File: src/rtl/hart_memory_arbiter_pkg.sv
// Shared definitions for the hart memory arbiter: FSM state encoding,
// requester slot assignment and width helpers used by the top and the picker.
package hart_memory_arbiter_pkg;

  // Arbiter FSM states (2-bit encoding shared with older tooling).
  localparam logic [1:0] IDLE      = 2'd0;
  localparam logic [1:0] ISSUE     = 2'd1;
  localparam logic [1:0] WAIT_RESP = 2'd2;
  localparam logic [1:0] DRAIN     = 2'd3;

  // Fixed requester slots on the arbiter.
  localparam int FETCH = 0;
  localparam int LOAD  = 1;
  localparam int STORE = 2;

  localparam int DEFAULT_NUM_REQUESTERS = 3;
  localparam int DEFAULT_TIMEOUT_CYCLES = 1023;

  // Width of a requester index; at least one bit even for a single requester.
  function automatic int index_width(input int num_requesters);
    return (num_requesters > 1) ? $clog2(num_requesters) : 1;
  endfunction

  // Width of the watchdog counter; must be able to hold the timeout value itself.
  function automatic int counter_width(input int timeout_cycles);
    return (timeout_cycles > 0) ? $clog2(timeout_cycles + 1) : 1;
  endfunction

endpackage

File: src/rtl/hart_memory_arbiter_round_robin_picker.sv
// Combinational round-robin picker: returns the first requesting slot found
// when scanning upward from the pointer, wrapping modulo the requester count.
module hart_memory_arbiter_round_robin_picker
  import hart_memory_arbiter_pkg::*;
#(
  parameter int NUM_REQUESTERS = DEFAULT_NUM_REQUESTERS,
  parameter int INDEX_WIDTH    = index_width(DEFAULT_NUM_REQUESTERS)
) (
  input  logic [NUM_REQUESTERS-1:0] request,
  input  logic [INDEX_WIDTH-1:0]    pointer,
  output logic [NUM_REQUESTERS-1:0] grant_onehot,
  output logic [INDEX_WIDTH-1:0]    grant_index,
  output logic                      any
);

  logic [NUM_REQUESTERS-1:0] rotated;
  logic [INDEX_WIDTH:0]      offset;
  logic [INDEX_WIDTH:0]      wrapped;

  // Rotate the request vector so the pointer slot sits at bit 0, take the lowest set bit, then map back.
  always_comb begin
    rotated = NUM_REQUESTERS'({request, request} >> pointer);
    offset  = '0;
    any     = 1'b0;
    for (int off = NUM_REQUESTERS - 1; off >= 0; off--) begin
      if (rotated[off]) begin
        offset = (INDEX_WIDTH + 1)'(off);
        any    = 1'b1;
      end
    end
    wrapped = {1'b0, pointer} + offset;
    if (wrapped >= (INDEX_WIDTH + 1)'(NUM_REQUESTERS)) begin
      wrapped = wrapped - (INDEX_WIDTH + 1)'(NUM_REQUESTERS);
    end
    grant_index  = wrapped[INDEX_WIDTH-1:0];
    grant_onehot = any ? (NUM_REQUESTERS'(1) << grant_index) : '0;
  end

endmodule

File: src/rtl/hart_memory_arbiter.sv
// Shares the single memory-controller port among fetch, load and store.
// One transaction is in flight at a time: accept (IDLE), issue a registered
// request (ISSUE), wait for the response (WAIT_RESP), and, if the watchdog
// already answered with an error, swallow the late response (DRAIN).
module hart_memory_arbiter
  import hart_memory_arbiter_pkg::*;
#(
  parameter int NUM_REQUESTERS = DEFAULT_NUM_REQUESTERS,
  parameter int ADDRESS_WIDTH  = 32,
  parameter int DATA_WIDTH     = 32,
  parameter int TIMEOUT_CYCLES = DEFAULT_TIMEOUT_CYCLES
) (
  input  logic                                clock,
  input  logic                                clear_n,
  input  logic [NUM_REQUESTERS-1:0]           req_valid,
  output logic [NUM_REQUESTERS-1:0]           req_ready,
  input  logic [NUM_REQUESTERS*ADDRESS_WIDTH-1:0] req_address,
  input  logic [NUM_REQUESTERS-1:0]           req_write,
  input  logic [NUM_REQUESTERS*DATA_WIDTH-1:0] req_write_data,
  output logic [NUM_REQUESTERS-1:0]           resp_valid,
  output logic                                resp_error,
  output logic [DATA_WIDTH-1:0]               resp_read_data,
  output logic                                mem_valid,
  input  logic                                mem_ready,
  output logic [ADDRESS_WIDTH-1:0]            mem_address,
  output logic                                mem_write,
  output logic [DATA_WIDTH-1:0]               mem_write_data,
  input  logic                                mem_resp_valid,
  input  logic                                mem_resp_error,
  input  logic [DATA_WIDTH-1:0]               mem_resp_read_data,
  output logic                                mem_resp_ready,
  output logic                                busy
);

  localparam int INDEX_WIDTH = index_width(NUM_REQUESTERS);
  localparam int COUNT_WIDTH = counter_width(TIMEOUT_CYCLES);
  localparam logic [COUNT_WIDTH-1:0] TIMEOUT_LIMIT = COUNT_WIDTH'(TIMEOUT_CYCLES);
  localparam logic [INDEX_WIDTH-1:0] LAST_INDEX    = INDEX_WIDTH'(NUM_REQUESTERS - 1);

  logic [1:0]                state;
  logic [INDEX_WIDTH-1:0]    grant;
  logic [INDEX_WIDTH-1:0]    rr_pointer;
  logic [COUNT_WIDTH-1:0]    wait_count;
  logic [ADDRESS_WIDTH-1:0]  address_q;
  logic                      write_q;
  logic [DATA_WIDTH-1:0]     write_data_q;

  logic [NUM_REQUESTERS-1:0] pick_onehot;
  logic [INDEX_WIDTH-1:0]    pick_index;
  logic                      pick_any;
  logic                      complete;
  logic                      timeout_hit;
  logic [INDEX_WIDTH-1:0]    next_pointer;

  hart_memory_arbiter_round_robin_picker #(
    .NUM_REQUESTERS (NUM_REQUESTERS),
    .INDEX_WIDTH    (INDEX_WIDTH)
  ) picker (
    .request      (req_valid),
    .pointer      (rr_pointer),
    .grant_onehot (pick_onehot),
    .grant_index  (pick_index),
    .any          (pick_any)
  );

  // Completion (real response) and watchdog expiry; a real response in the expiry cycle wins.
  always_comb begin
    complete     = mem_resp_valid &&
                   (((state == ISSUE) && mem_ready) || (state == WAIT_RESP));
    timeout_hit  = (TIMEOUT_CYCLES != 0) && (state == WAIT_RESP) &&
                   !mem_resp_valid && (wait_count == TIMEOUT_LIMIT);
    next_pointer = (grant == LAST_INDEX) ? '0 : grant + 1'b1;
  end

  // Requester-facing handshake and response routing; everything is quiet while reset is held.
  always_comb begin
    req_ready      = (clear_n && (state == IDLE)) ? pick_onehot : '0;
    resp_valid     = '0;
    resp_error     = 1'b0;
    resp_read_data = '0;
    if (complete) begin
      resp_valid     = NUM_REQUESTERS'(1) << grant;
      resp_error     = mem_resp_error;
      resp_read_data = mem_resp_read_data;
    end else if (timeout_hit) begin
      resp_valid = NUM_REQUESTERS'(1) << grant;
      resp_error = 1'b1;
    end
  end

  assign mem_valid      = (state == ISSUE);
  assign mem_address    = address_q;
  assign mem_write      = write_q;
  assign mem_write_data = write_data_q;
  assign mem_resp_ready = 1'b1;
  assign busy           = (state != IDLE);

  // Transaction FSM with request capture, watchdog counter and round-robin pointer update.
  always_ff @(posedge clock or negedge clear_n) begin
    if (!clear_n) begin
      state        <= IDLE;
      grant        <= '0;
      rr_pointer   <= '0;
      wait_count   <= '0;
      address_q    <= '0;
      write_q      <= 1'b0;
      write_data_q <= '0;
    end else begin
      case (state)
        IDLE: begin
          if (pick_any) begin
            address_q    <= req_address[pick_index*ADDRESS_WIDTH +: ADDRESS_WIDTH];
            write_q      <= req_write[pick_index];
            write_data_q <= req_write_data[pick_index*DATA_WIDTH +: DATA_WIDTH];
            grant        <= pick_index;
            state        <= ISSUE;
          end
        end
        ISSUE: begin
          if (mem_ready) begin
            if (mem_resp_valid) begin
              rr_pointer <= next_pointer;
              state      <= IDLE;
            end else begin
              wait_count <= '0;
              state      <= WAIT_RESP;
            end
          end
        end
        WAIT_RESP: begin
          wait_count <= wait_count + 1'b1;
          if (mem_resp_valid) begin
            rr_pointer <= next_pointer;
            state      <= IDLE;
          end else if (timeout_hit) begin
            rr_pointer <= next_pointer;
            state      <= DRAIN;
          end
        end
        DRAIN: begin
          if (mem_resp_valid) begin
            state <= IDLE;
          end
        end
        default: state <= IDLE;
      endcase
    end
  end

endmodule
File: config.mk
export PLATFORM = sky130hd
export DESIGN_NAME = hart_memory_arbiter
export DESIGN_NICKNAME = d
export VERILOG_FILES = /design/src/rtl/hart_memory_arbiter_pkg.sv /design/src/rtl/hart_memory_arbiter_round_robin_picker.sv /design/src/rtl/hart_memory_arbiter.sv
export SDC_FILE = /design/constraint.sdc
export NUM_CORES = 1
export LEC_CHECK = 0
export CORE_AREA = 2 2 133 135
export CTS_BUF_LIST = sky130_fd_sc_hd__clkbuf_8
export DETAILED_ROUTE_END_ITERATION = 6
export DIE_AREA = 0 0 135 137
export PLACE_DENSITY = 0.72
export SETUP_SLACK_MARGIN = 0.05
export SLEW_MARGIN = 20
export SYNTH_ARGS = -nofsm -noshare
export SYNTH_HDL_FRONTEND = slang
export SYNTH_SLANG_ARGS = --single-unit
File: constraint.sdc
create_clock -name clock -period 8.9 [get_ports clock]
set_clock_uncertainty 0.2 [all_clocks]
set_input_delay 0.89 -clock clock [delete_from_list [all_inputs] [get_ports clock]]
set_output_delay 0.89 -clock clock [all_outputs]
set_load 0.02 [all_outputs]
# == Yosys cells after proc, flatten, opt, wreduce, memory -nomap -nowiden ==
# Index checks and enable logic that the tools add are counted.
# word_totals
output_inout_bits,107
ff_bits,81
word_cells,75
in_bits,235
# classes
shifts,5
mux,32
n_reduce_logical,14
n_addsub,4
order_cmp,2
n_eq_ne,11
# op_table
cell,count
96-bit by 8-bit variable part select with 32-bit output,2
32-bit 2-to-1 mux,1
2-bit 2-to-1 mux,15
10-bit 2-to-1 mux,2
10-bit case mux with 2 select lines,1
3-bit 2-to-1 mux,4
10-bit by 1-bit adder with 10-bit output (second input constant),1
10-bit == test (second input constant),1
2-bit case mux with 4 select lines,1
4-bit AND reduction,2
2-bit == test (second input constant),3
1-bit 2-to-1 mux,6
2-bit != test (second input constant),3
1-bit by 2-bit left shift with 3-bit output (first input constant),2
6-bit by 2-bit >> shifter with 3-bit output,1
1-bit logical AND,5
2-bit by 1-bit != test with 1-bit output (second input constant),2
2-bit case mux with 2 select lines,1
2-bit nonzero test,2
2-bit by 2-bit adder with 3-bit output,1
3-bit by 2-bit greater-or-equal comparator with 1-bit output (second input constant),1
2-bit by 3-bit less-than comparator with 1-bit output (second input constant),1
3-bit != test (second input constant),1
3-bit AND reduction,1
8 further kinds,8

# == Depth between registers and ports, before layout ==
# Gate-level depths: netlist of run 1.
# depth
ltp_word,10
ltp_mapped,13
ltp_nobuf,10

# == Modules after synthesis ==
# From an unflattened synthesis of run 1, not the netlist that was laid out.
# hier_totals
cells_unflattened,581
area_unflattened_um2,4942.2
# by_module_without_submodules
module,cells_per_inst,seq_area_each_um2,instances,area_each_um2
hart_memory_arbiter,555,2026.9,1,4724.5
hart_memory_arbiter_round_robin_picker,26,0.0,1,217.7

# == Least setup slack after synthesis of run 1 ==
# No wires, ideal clock.
# synth_timing
path_type,input to output
from,in req_valid[2]
to,out req_ready[1]
slack_ns,4.329
path_buffers,2
path_stages,11
t_arrival_ns,3.481
required_time_ns,7.810
path_cell_list,nor2b_1 > a22o_1 > a22oi_1 > o21ai_0 > fa_1 > ha_1 > or4b_1 > o21a_1 > buf_6 > buf_4 > nor2_1
# synth_between
elab_chain_cells,10
elab_cells_between_ends,14
cone_classes,add/sub: 2; order compare: 1; shift: 2; mux: 9
# synth_lines
element,line,rtl
from (decl),hart_memory_arbiter.sv:15,"input logic [NUM_REQUESTERS-1:0] req_valid,"
6-bit by 2-bit >> shifter with 3-bit output *,hart_memory_arbiter_round_robin_picker.sv:22,"rotated = NUM_REQUESTERS'({request, request} >> pointer);"
2-bit 2-to-1 mux (3 in a row),hart_memory_arbiter_round_robin_picker.sv:26,if (rotated[off]) begin
2-bit by 2-bit adder with 3-bit output,hart_memory_arbiter_round_robin_picker.sv:31,"wrapped = {1'b0, pointer} + offset;"
3-bit by 2-bit greater-or-equal comparator with 1-bit output / 2-bit subtractor (equally long branches),"hart_memory_arbiter_round_robin_picker.sv:32, hart_memory_arbiter_round_robin_picker.sv:33",
2-bit 2-to-1 mux,hart_memory_arbiter_round_robin_picker.sv:32,if (wrapped >= (INDEX_WIDTH + 1)'(NUM_REQUESTERS)) begin
1-bit by 2-bit left shift with 3-bit output,hart_memory_arbiter_round_robin_picker.sv:36,grant_onehot = any ? (NUM_REQUESTERS'(1) << grant_index) : '0;
3-bit 2-to-1 mux *,hart_memory_arbiter_round_robin_picker.sv:36,
3-bit 2-to-1 mux *,hart_memory_arbiter.sv:77,req_ready = (clear_n && (state == IDLE)) ? pick_onehot : '0;
to (decl),hart_memory_arbiter.sv:16,"output logic [NUM_REQUESTERS-1:0] req_ready,"
# Mark *: on every way between the ends. The rest lies on a longest branch, timed or not.

# == Final worst setup path of run 1 ==
# layout_timing
from,in req_valid[2]
to,out req_ready[0]
# Same word-level chain as after synthesis.

==> impl_results.md, run 1 <==
* DR WL/cell at 18.1 µm
* Die height at 137 µm
* Buffer and inverter count on the worst path at 5
* Most frequent cells in the layout: clkdlybuf4s50_1 (339), nand2_1 (137), dfrtp_1 (81)
* Startpoint types: input port
* WP data arrival at 4950 ps
* Crit path largest cell delay at 610 ps
* Post_cts resized at 0
* Vias per inst at 5.21
* Max_cap viols at 0
* Worst-path clk slew at 90 ps
* Maximum fanout along the worst path at 38
* Synthesized area at 5530 µm²
* Crit path cell chain: clkdlybuf4s50_1, nor2b_1, a211oi_1, a31oi_1, ha_2, fa_1, ha_1, nor2_2, buf_4, o21a_2, buf_4, inv_1, nor2_1, clkdlybuf4s50_1
* Largest net degree at the start of global routing at 69
* Initial antenna violation count at 0
* RSZ-0062 raised after global routing: false
* Worst slew pin tran at 936 ps
* Final HPWL DP at 15,800 µm
* Area Growth Syn to Fin at 67.6%
* Area of the core at 17,100 µm²
* Die ar. at 18,500 µm²
* Num Clock Sinks at 81
* Max-slew violation count at 0
* DR DRC count at 0
* Detailed Route Iter0 Violations at 247
* VDD IR max at 0.325 mV
* CTS Hold Bufs at 0
* Post-synth top area cell: dfrtp_1
* Synth cell types at 47
* Class of the worst hold path: input port to asynchronous set/reset pin
* Yosys top cell area share at 0.367
* Clock root buffer: clkbuf_8
* Max Root-Sink Buffers at 2
* GRT Total Usage at 0.220
* Postcts setup bufs at 0
* Max_slew headroom at 0.367
* Leakage at 3.79 nW
* Post-DP Area at 9030 µm²
* Final min period at 6040 ps
* Max Freq at 166 MHz
* Number of synthesized flops with an enable pin at 0
* First-pass DRT Iterations at 5
* Layout Nets at 1,201
* CP max stage cell: clkdlybuf4s50_1
* Yosys reg bits at 81
* Setup TNS Final at 0 ps
* Setup CP Type: input port to output pin
* Final setup violation count at 0
* Avg Inst Size Synth at 8.40 µm²
* Routed via count at 6,208
* Detailed-route wire length at 21,500 µm
* CTS tree: done
* PwrDens at 410 nW/µm²
* GPL Wtd Cong at 0.864
* First-pass GRT wire length at 31,700 µm
* N_diodes at 0
* DRT antenna net count at 0
* Chip width at 135 µm
* Commonest non-fill, non-tap cell in the layout: clkdlybuf4s50_1
* Critical Path RT at 7810 ps
* Port Buffer Count at 340
* GR Overflow Total at 0
* Yosys warns at 0
* # rows at 48
* Final hold vios at 0
* Syn_nets at 897
* H-tree levels at 3
* CP endpoint kind: output pin
* Post-route cell area at 9260 µm²
* Mapped Cells at 658
* Area contributors post-synth: dfrtp_1 (37%), nand2_1 (9.3%), mux2i_1 (6.3%)
* Layout cell share with drive strength beyond 1 at 0.0414
* Vias in the first global route at 5,832
* Sequential share of the synthesized area at 0.367
* Clock latency on the worst-skew pair at 360 ps
* Outcome: finished clean
* TritonCTS Buffers at 9
* Family with the most delay on the worst path: buffers and inverters
* FFs w/ async S/R, synth at 1.00
* Starting density of the core at 0.324
* Final period util at 0.679
* # IOs at 342
* Ys flop type: dfrtp_1
sequential cells by signal, indices dropped and copies added (netlist names):
| signal | flops |
|---|---|
| grant | 2 |
| rr_pointer | 2 |
| mem_address | 32 |
| mem_write_data | 32 |
| wait_count | 10 |
| mem_write | 1 |
| state | 2 |
metal layers:
metal / up-vias / GRT usage / wire [µm]
li1: 2960 / - / -
met1: 2910 / 0.268 / 8520
met2: 298 / 0.384 / 10900
met3: 40 / 0.0367 / 1540
met4: 0 / 0.0920 / 630
met5: - / 0 / 0
report_power, final:
part / total (mW) / switching [mW] / internal, mW / leakage (nW)
Sequential: 0.657 / 0.112 / 0.545 / 0.986
Clock: 0.307 / 0.143 / 0.164 / 0.115
Combinational: 2.83 / 1.62 / 1.22 / 2.69
Total: 3.80 / 1.87 / 1.93 / 3.79
path summary, 6_finish.rpt:
path | startpoint | endpoint | slack, ps | depth (start not counted)
setup / recovery | req_valid[2] | req_ready[0] | 2860 | 14
hold / removal | clear_n | mem_address[20] | 290 | 1
setup reg to reg | rr_pointer[0] | mem_address[14] | 4880 | 12
hold reg to reg | mem_write_data[13] | mem_write_data[13] | 300 | 2
max in group asynchronous | clear_n | mem_address[14] | 7200 | 2
min in group clock | mem_write_data[13] | mem_write_data[13] | 300 | 2
synthesized netlist by cell type, types with 2 or more instances:
| master | count |
|---|---|
| nand3_1 | 37 |
| xnor2_1 | 2 |
| a221o_1 | 30 |
| buf_4 | 3 |
| or3_1 | 5 |
| inv_1 | 3 |
| a21oi_1 | 65 |
| xor2_1 | 4 |
| buf_6 | 6 |
| nor3_1 | 4 |
| nand2_1 | 137 |
| nand3b_1 | 3 |
| and3_1 | 3 |
| a31oi_1 | 2 |
| nor2_1 | 15 |
| nor3b_1 | 2 |
| and4_1 | 2 |
| clkbuf_1 | 30 |
| buf_2 | 18 |
| o21ai_0 | 34 |
| buf_1 | 3 |
| mux2i_1 | 35 |
| o211ai_1 | 35 |
| nor2b_1 | 5 |
| o21ai_1 | 6 |
| dfrtp_1 | 81 |
| mux2_1 | 31 |
| and2_1 | 34 |
| ha_1 | 3 |
| nand2b_1 | 3 |
worst reg2reg max path: stages, from the launching register on:
cell and delay [ps]:
dfrtp_1 490, nor3b_1 240, a211oi_1 80, a31oi_1 230, ha_2 220, fa_1 500, ha_1 300, nor2_2 90
buf_4 330, o21a_2 170, buf_4 510, mux2i_1 390, o211ai_1 110
final cells by class:
cell class	count	area, µm²
clock buffers	10	138
clock inverters	6	83.8
fillers	1583	7790
inverters	3	11.3
multi-input cells	514	3220
flip-flops and latches	81	2030
well taps	225	282
repair buffers	353	3500
cells by family (layout without fill, tap and decap cells):
logic type	after synthesis	in the layout	synth area share
adders and majority gates	4	4	0.0104
xor gates and xnor gates	6	6	0.00951
and+or+nand+nor	257	257	0.217
other	1	1	0.000679
DFF	81	81	0.367
muxes	67	67	0.129
AOI/OAI and AO/OA	179	179	0.210
buffers and inverters	63	372	0.0571
stage by stage:
stage                     instances  hold slack, ps  utilization  power, mW  setup WS [ps]
after floorplan                 658             266            -       2.66           4330
after global placement         1176             278        0.530       3.48           2860
after detailed placement       1176             285        0.530       3.52           2820
after CTS                      1192             303        0.543       3.84           2780
after global routing           1192             322        0.543       4.08           2500
final                          1192             293        0.543       3.80           2860
Power figures use the tool's default switching activity.
==> run 2: changes to the inputs <==
--- a/config.mk
+++ b/config.mk
@@ -5,11 +5,11 @@
 export SDC_FILE = /design/constraint.sdc
 export NUM_CORES = 1
 export LEC_CHECK = 0
-export CORE_AREA = 2 2 133 135
+export CORE_AREA = 2 2 134 136
 export CTS_BUF_LIST = sky130_fd_sc_hd__clkbuf_8
 export DETAILED_ROUTE_END_ITERATION = 6
-export DIE_AREA = 0 0 135 137
-export PLACE_DENSITY = 0.72
+export DIE_AREA = 0 0 136 138
+export PLACE_DENSITY = 0.71
 export SETUP_SLACK_MARGIN = 0.05
 export SLEW_MARGIN = 20
 export SYNTH_ARGS = -nofsm -noshare
==> constraint.sdc (replaced) <==
create_clock -name clock -period 6.3 [get_ports clock]
set_clock_uncertainty 0.2 [all_clocks]
set_input_delay 0.63 -clock clock [delete_from_list [all_inputs] [get_ports clock]]
set_output_delay 0.63 -clock clock [all_outputs]
set_load 0.02 [all_outputs]
==> run 2 against run 1 <==
  * Via count is 0.81% higher
  * Core utilization is 1.2 points lower
  * Worst hold slack lost 240 ps
  * Non-clock buffer count rose by 1
  * Register-to-register slack got worse by 2800 ps
  * Cell count up 0.42%
  * Critical path type unchanged
  * Largest cell class unchanged
==> impl_results.md, run 2 (synthesized netlist as in run 1, its figures left out) <==
* Crit path cell chain: clkdlybuf4s50_1, nor2b_1, a22o_1, a22oi_1, o21ai_0, fa_1, ha_1, nor2_2, buf_4, o21a_2, inv_1, nor2_1, clkdlybuf4s50_1
* Clock root buffer: clkbuf_8
* N_diodes at 0
* PwrDens at 590 nW/µm²
* VDD IR max at 0.571 mV
* Maximum fanout along the worst path at 32
* DR DRC count at 0
* Switch share at 0.491
* H-tree levels at 3
* Starting density of the core at 0.315
* Leakage at 3.81 nW
* Detailed-route wire length at 22,100 µm
* Area of the core at 17,500 µm²
* Met1 wire length at 8930 µm
* First-pass DRT Iterations at 6
* Final hold vios at 0
* Reg2reg end: mem_write_data[3]
* Num Clock Sinks at 81
* CTS Hold Bufs at 0
* # IOs at 342
* Top Layer Used: met4
* Post_cts resized at 0
* TritonCTS Buffers at 9
* Class of the worst hold path: input port to asynchronous set/reset pin
* P_sw at 2.70 mW
* Final HPWL DP at 15,800 µm
* # rows at 49
* Max_slew headroom at 0.428
* # fillers at 1,602
* Layout Nets at 1,202
* CP max stage cell: clkdlybuf4s50_1
* Final period util at 0.834
* Clock latency on the worst-skew pair at 360 ps
* Final setup violation count at 0
* Routed met2 length at 10,800 µm
* Max Freq at 190 MHz
* Area Growth Syn to Fin at 68.5%
* Max Root-Sink Buffers at 2
* Detailed Route Iter0 Violations at 329
* WP data arrival at 4420 ps
* Startpoint types: input port
* Clock power frac at 0.095
* Outcome: finished clean
* CP endpoint kind: output pin
* First-pass GRT wire length at 33,200 µm
* Chip width at 136 µm
* Critical Path RT at 5470 ps
* DRT antenna net count at 0
* Max-slew violation count at 0
* Sequential power share at 0.168
* GPL Wtd Cong at 0.842
* Postcts setup bufs at 0
* Crit path largest cell delay at 610 ps
* GR Overflow Total at 0
* CTS tree: done
* Routed via count at 6,258
* Combinational power share at 0.737
* Most frequent cells in the layout: clkdlybuf4s50_1 (339), nand2_1 (137), dfrtp_1 (81)
* DR WL met3 at 1690 µm
* Commonest non-fill, non-tap cell in the layout: clkdlybuf4s50_1
* RSZ-0062 raised after global routing: false
* Initial antenna violation count at 0
* Setup TNS Final at 0 ps
* DR WL/cell at 18.5 µm
* Layout cell share with drive strength beyond 1 at 0.0434
* Die ar. at 18,800 µm²
* R2r setup slk at 2090 ps
* Die height at 138 µm
* Worst slew pin tran at 858 ps
* Largest net degree at the start of global routing at 62
* Worst-path clk slew at 100 ps
* Port Buffer Count at 340
* Final Total Pwr at 5.49 mW
* GRT Total Usage at 0.227
* Max_cap viols at 0
* Most common cell on crit path: clkdlybuf4s50_1
* Vias per inst at 5.23
* Reg2Reg Launch Point: rr_pointer[0]
* Worst r2r path cells at 12
* Vias in the first global route at 6,015
* Internal power at 2.80 mW
* Setup CP Type: input port to output pin
* Final min period at 5250 ps
==> run 2: worst max-delay path by stage <==
stage                      start      endpoint  depth (start not counted)
floorplan           req_valid[2]  req_ready[1]                         11
global placement    req_valid[2]  req_ready[0]                         13
detailed placement  req_valid[2]  req_ready[0]                         13
CTS                 req_valid[2]  req_ready[0]                         13
global route        req_valid[1]  req_ready[1]                         12
finish              req_valid[2]  req_ready[0]                         13
==> run 2: metrics by stage <==
| stage | cell area [µm²] | cells | util | hold slack (ps) | worst slack (ps) |
|---|---|---|---|---|---|
| floorplan | 5530 | 658 | - | 134 | 2250 |
| global placement | 9040 | 1181 | 0.515 | 278 | 1070 |
| detailed placement | 9040 | 1181 | 0.515 | 284 | 1000 |
| CTS | 9310 | 1197 | 0.531 | 44.5 | 966 |
| global route | 9310 | 1197 | 0.531 | 56.7 | 810 |
| finish | 9310 | 1197 | 0.531 | 52.3 | 1050 |
==> run 2: metal layers <==
| metal | vias up | GRT usage |
|---|---|---|
| met5 | - | 0 |
| met1 | 2966 | 0.280 |
| li1 | 2957 | - |
| met4 | 0 | 0.101 |
| met3 | 43 | 0.0484 |
| met2 | 292 | 0.378 |
==> run 2: area by class of cell <==
cell class	count	area, µm²	area share
Inverter	3	11.3	0.00121
Sequential cell	81	2030	0.218
Tap cell	229	287	0.0308
Timing Repair Buffer	354	3510	0.376
Clock inverter	7	143	0.0153
Multi-Input combinational cell	514	3220	0.345
Clock buffer	9	124	0.0133
==> run 2: critical path, delay by kind of cell <==
| kind | cells | cell delay [ps] |
|---|---|---|
| AO/OA/AOI/OAI | 4 | 920 |
| buffers and inverters | 4 | 1530 |
| adder cells (fa/ha/maj) | 2 | 840 |
| AND/OR/NAND/NOR | 3 | 480 |
==> run 2: power groups by stage <==
stage / Clock [mW] / Combinational [mW] / Sequential, mW
after global routing: 0.551 / 4.39 / 0.954
after detailed placement: 0 / 4.08 / 0.924
final: 0.521 / 4.05 / 0.923
after CTS: 0.533 / 4.09 / 0.922
after floorplan: 0 / 2.60 / 1.16
after global placement: 0 / 4.00 / 0.926
==> run 3: changes to the inputs <==
--- a/config.mk
+++ b/config.mk
@@ -5,11 +5,11 @@
 export SDC_FILE = /design/constraint.sdc
 export NUM_CORES = 1
 export LEC_CHECK = 0
-export CORE_AREA = 2 2 134 136
+export CORE_AREA = 2 2 133 135
 export CTS_BUF_LIST = sky130_fd_sc_hd__clkbuf_8
 export DETAILED_ROUTE_END_ITERATION = 6
-export DIE_AREA = 0 0 136 138
-export PLACE_DENSITY = 0.71
+export DIE_AREA = 0 0 135 137
+export PLACE_DENSITY = 0.75
 export SETUP_SLACK_MARGIN = 0.05
 export SLEW_MARGIN = 20
 export SYNTH_ARGS = -nofsm -noshare
==> constraint.sdc (replaced) <==
create_clock -name clock -period 4.75 [get_ports clock]
set_clock_uncertainty 0.2 [all_clocks]
set_input_delay 0.475 -clock clock [delete_from_list [all_inputs] [get_ports clock]]
set_output_delay 0.475 -clock clock [all_outputs]
set_load 0.02 [all_outputs]
==> run 3 against run 2 <==
  * Sequential share of layout area grew 0.10 points
  * Register-to-register slack lost 1200 ps
  * Flip-flop and latch count did not move
  * First-iteration DRC count grew 24%
  * Cell count up 0.17%
  * Worst hold slack improved by 250 ps
  * Combinational power is 34% higher
  * Largest power group unchanged
  * Highest routed layer unchanged
==> impl_results.md, run 3 (synthesized netlist as in run 1, its figures left out) <==
* Max_slew headroom at 0.501
* Layout cell share with drive strength beyond 1 at 0.0493
* DR DRC count at 0
* Chip width at 135 µm
* VDD IR max at 0.762 mV
* CP max stage cell: clkdlybuf4s50_1
* First-pass DRT Iterations at 4
* GRT Total Usage at 0.227
* Most common cell on crit path: clkdlybuf4s50_1
* First-pass GRT wire length at 33,000 µm
* Outcome: finished clean
* Placed cells at 1,182
* GPL Wtd Cong at 0.811
* Vias in the first global route at 6,163
* Detailed-route wire length at 21,800 µm
* CTS tree: done
* Commonest non-fill, non-tap cell in the layout: clkdlybuf4s50_1
* Num Clock Sinks at 81
* Clock root buffer: clkbuf_8
* Crit path cell chain: clkdlybuf4s50_1, nor3b_1, a211oi_1, a31oi_1, ha_2, fa_1, ha_1, or3_1, o211a_1, and3_1, clkdlybuf4s50_1
* RSZ-0062 raised after global routing: false
* Detailed Route Iter0 Violations at 408
* CP endpoint kind: output pin
* Hold path start: mem_write_data[29]
* WP data arrival at 3770 ps
* Reg2Reg Launch Point: rr_pointer[0]
* Reg2reg end: mem_write_data[12]
* Routed via count at 6,255
* Final HPWL DP at 16,000 µm
* Final period util at 0.937
* Worst slew pin tran at 746 ps
* Initial antenna violation count at 0
* Hold endpoint: mem_write_data[29]
* Setup CP Type: input port to output pin
* # IOs at 342
* # rows at 48
* Setup TNS Final at 0 ps
* DR WL/cell at 18.2 µm
* H-tree levels at 3
* PwrDens at 774 nW/µm²
* Largest net degree at the start of global routing at 62
* Clock latency on the worst-skew pair at 370 ps
* Leakage at 3.81 nW
* Die ar. at 18,500 µm²
* Critical Path RT at 4070 ps
* R2r setup slk at 920 ps
* Layout Nets at 1,208
* Most frequent cells in the layout: clkdlybuf4s50_1 (337), nand2_1 (137), dfrtp_1 (81)
* Final setup violation count at 0
* N_diodes at 0
* Port Buffer Count at 340
* Max_cap viols at 0
* DRT antenna net count at 0
* Startpoint types: input port
* Fin cells at 1,199
* Crit path largest cell delay at 550 ps
* Final hold vios at 0
* Vias per inst at 5.22
* Die height at 137 µm
* Max Root-Sink Buffers at 2
* Area Growth Syn to Fin at 67.7%
* Maximum fanout along the worst path at 6
* Final min period at 4450 ps
* Starting density of the core at 0.324
* Worst r2r path cells at 11
* Class of the worst hold path: flip-flop to flip-flop
* Worst Hold Depth at 2
* GR Overflow Total at 0
* # fillers at 1,565
* Max Freq at 225 MHz
* Worst-path clk slew at 90 ps
* TritonCTS Buffers at 9
* Max-slew violation count at 0
* Area of the core at 17,100 µm²
[run 3: changes by cell type in the layout (fill, tap and decap cells not counted), sizes merged, moves of 2 or more]
cell / change
bufinv: -4
inv: +3
buf: +5
clkinvlp: +2
clkdlybuf4s50: -2
[run 3: metrics by stage]
step	power (mW)	setup WS [ps]	utilization	hold WS (ps)	cell area, µm²
2_1_floorplan	4.98	1010	-	-20.6	5530
3_3_place_gp	6.63	140	0.532	272	9070
3_5_place_dp	6.75	15.6	0.532	273	9070
4_1_cts	7.27	94.8	0.543	307	9270
5_1_grt	7.75	177	0.544	327	9270
6_report	7.17	302	0.544	301	9270
[run 3: per-layer routing]
layer / global-route usage / vias to the layer above / part of all wire
met1: 0.271 / 2975 / 0.39
met4: 0.0851 / 0 / 0.026
met3: 0.0493 / 33 / 0.072
met5: 0 / - / 0
met2: 0.400 / 270 / 0.51
li1: - / 2977 / -
[run 3: worst max-delay path by stage]
stage / startpoint / depth (start not counted) / end / slack [ps]
2_1_floorplan: req_valid[2] / 11 / req_ready[1] / 1010
3_3_place_gp: req_valid[2] / 11 / req_ready[1] / 140
5_1_grt: req_valid[1] / 11 / req_ready[2] / 180
3_5_place_dp: req_valid[2] / 11 / req_ready[1] / 20
6_report: req_valid[1] / 11 / req_ready[2] / 300
4_1_cts: req_valid[2] / 12 / req_ready[0] / 90
[run 3: what timing repair did]
| item | CTS | global route |
|---|---|---|
| hold endpoints to repair | 32 | 0 |
| setup endpoints to repair | 2 | 1 |
| buffers inserted | 0 | 0 |
| resized for setup | 2 | 2 |
| hold buffers | 1 | 0 |
[run 3: critical path, delay by kind of cell]
kind	cells	cell delay [ps]
AO/OA/AOI/OAI	3	500
AND/OR/NAND/NOR	3	750
buffers and inverters	2	1040
adder cells (fa/ha/maj)	3	1000
[run 3: area by class of cell]
class,count,area [µm²],share of cell area
inverters,3,11.3,0.00121
multi-input cells,514,3210,0.346
repair buffers,360,3550,0.383
flip-flops and latches,81,2030,0.219
clock inverters,7,61.3,0.00661
well taps,225,282,0.0304
clock buffers,9,124,0.0134
[run 3: power breakdown]
group	switching [mW]	internal [mW]
registers	0.209	1.02
logic	3.11	2.33
clock network	0.300	0.199
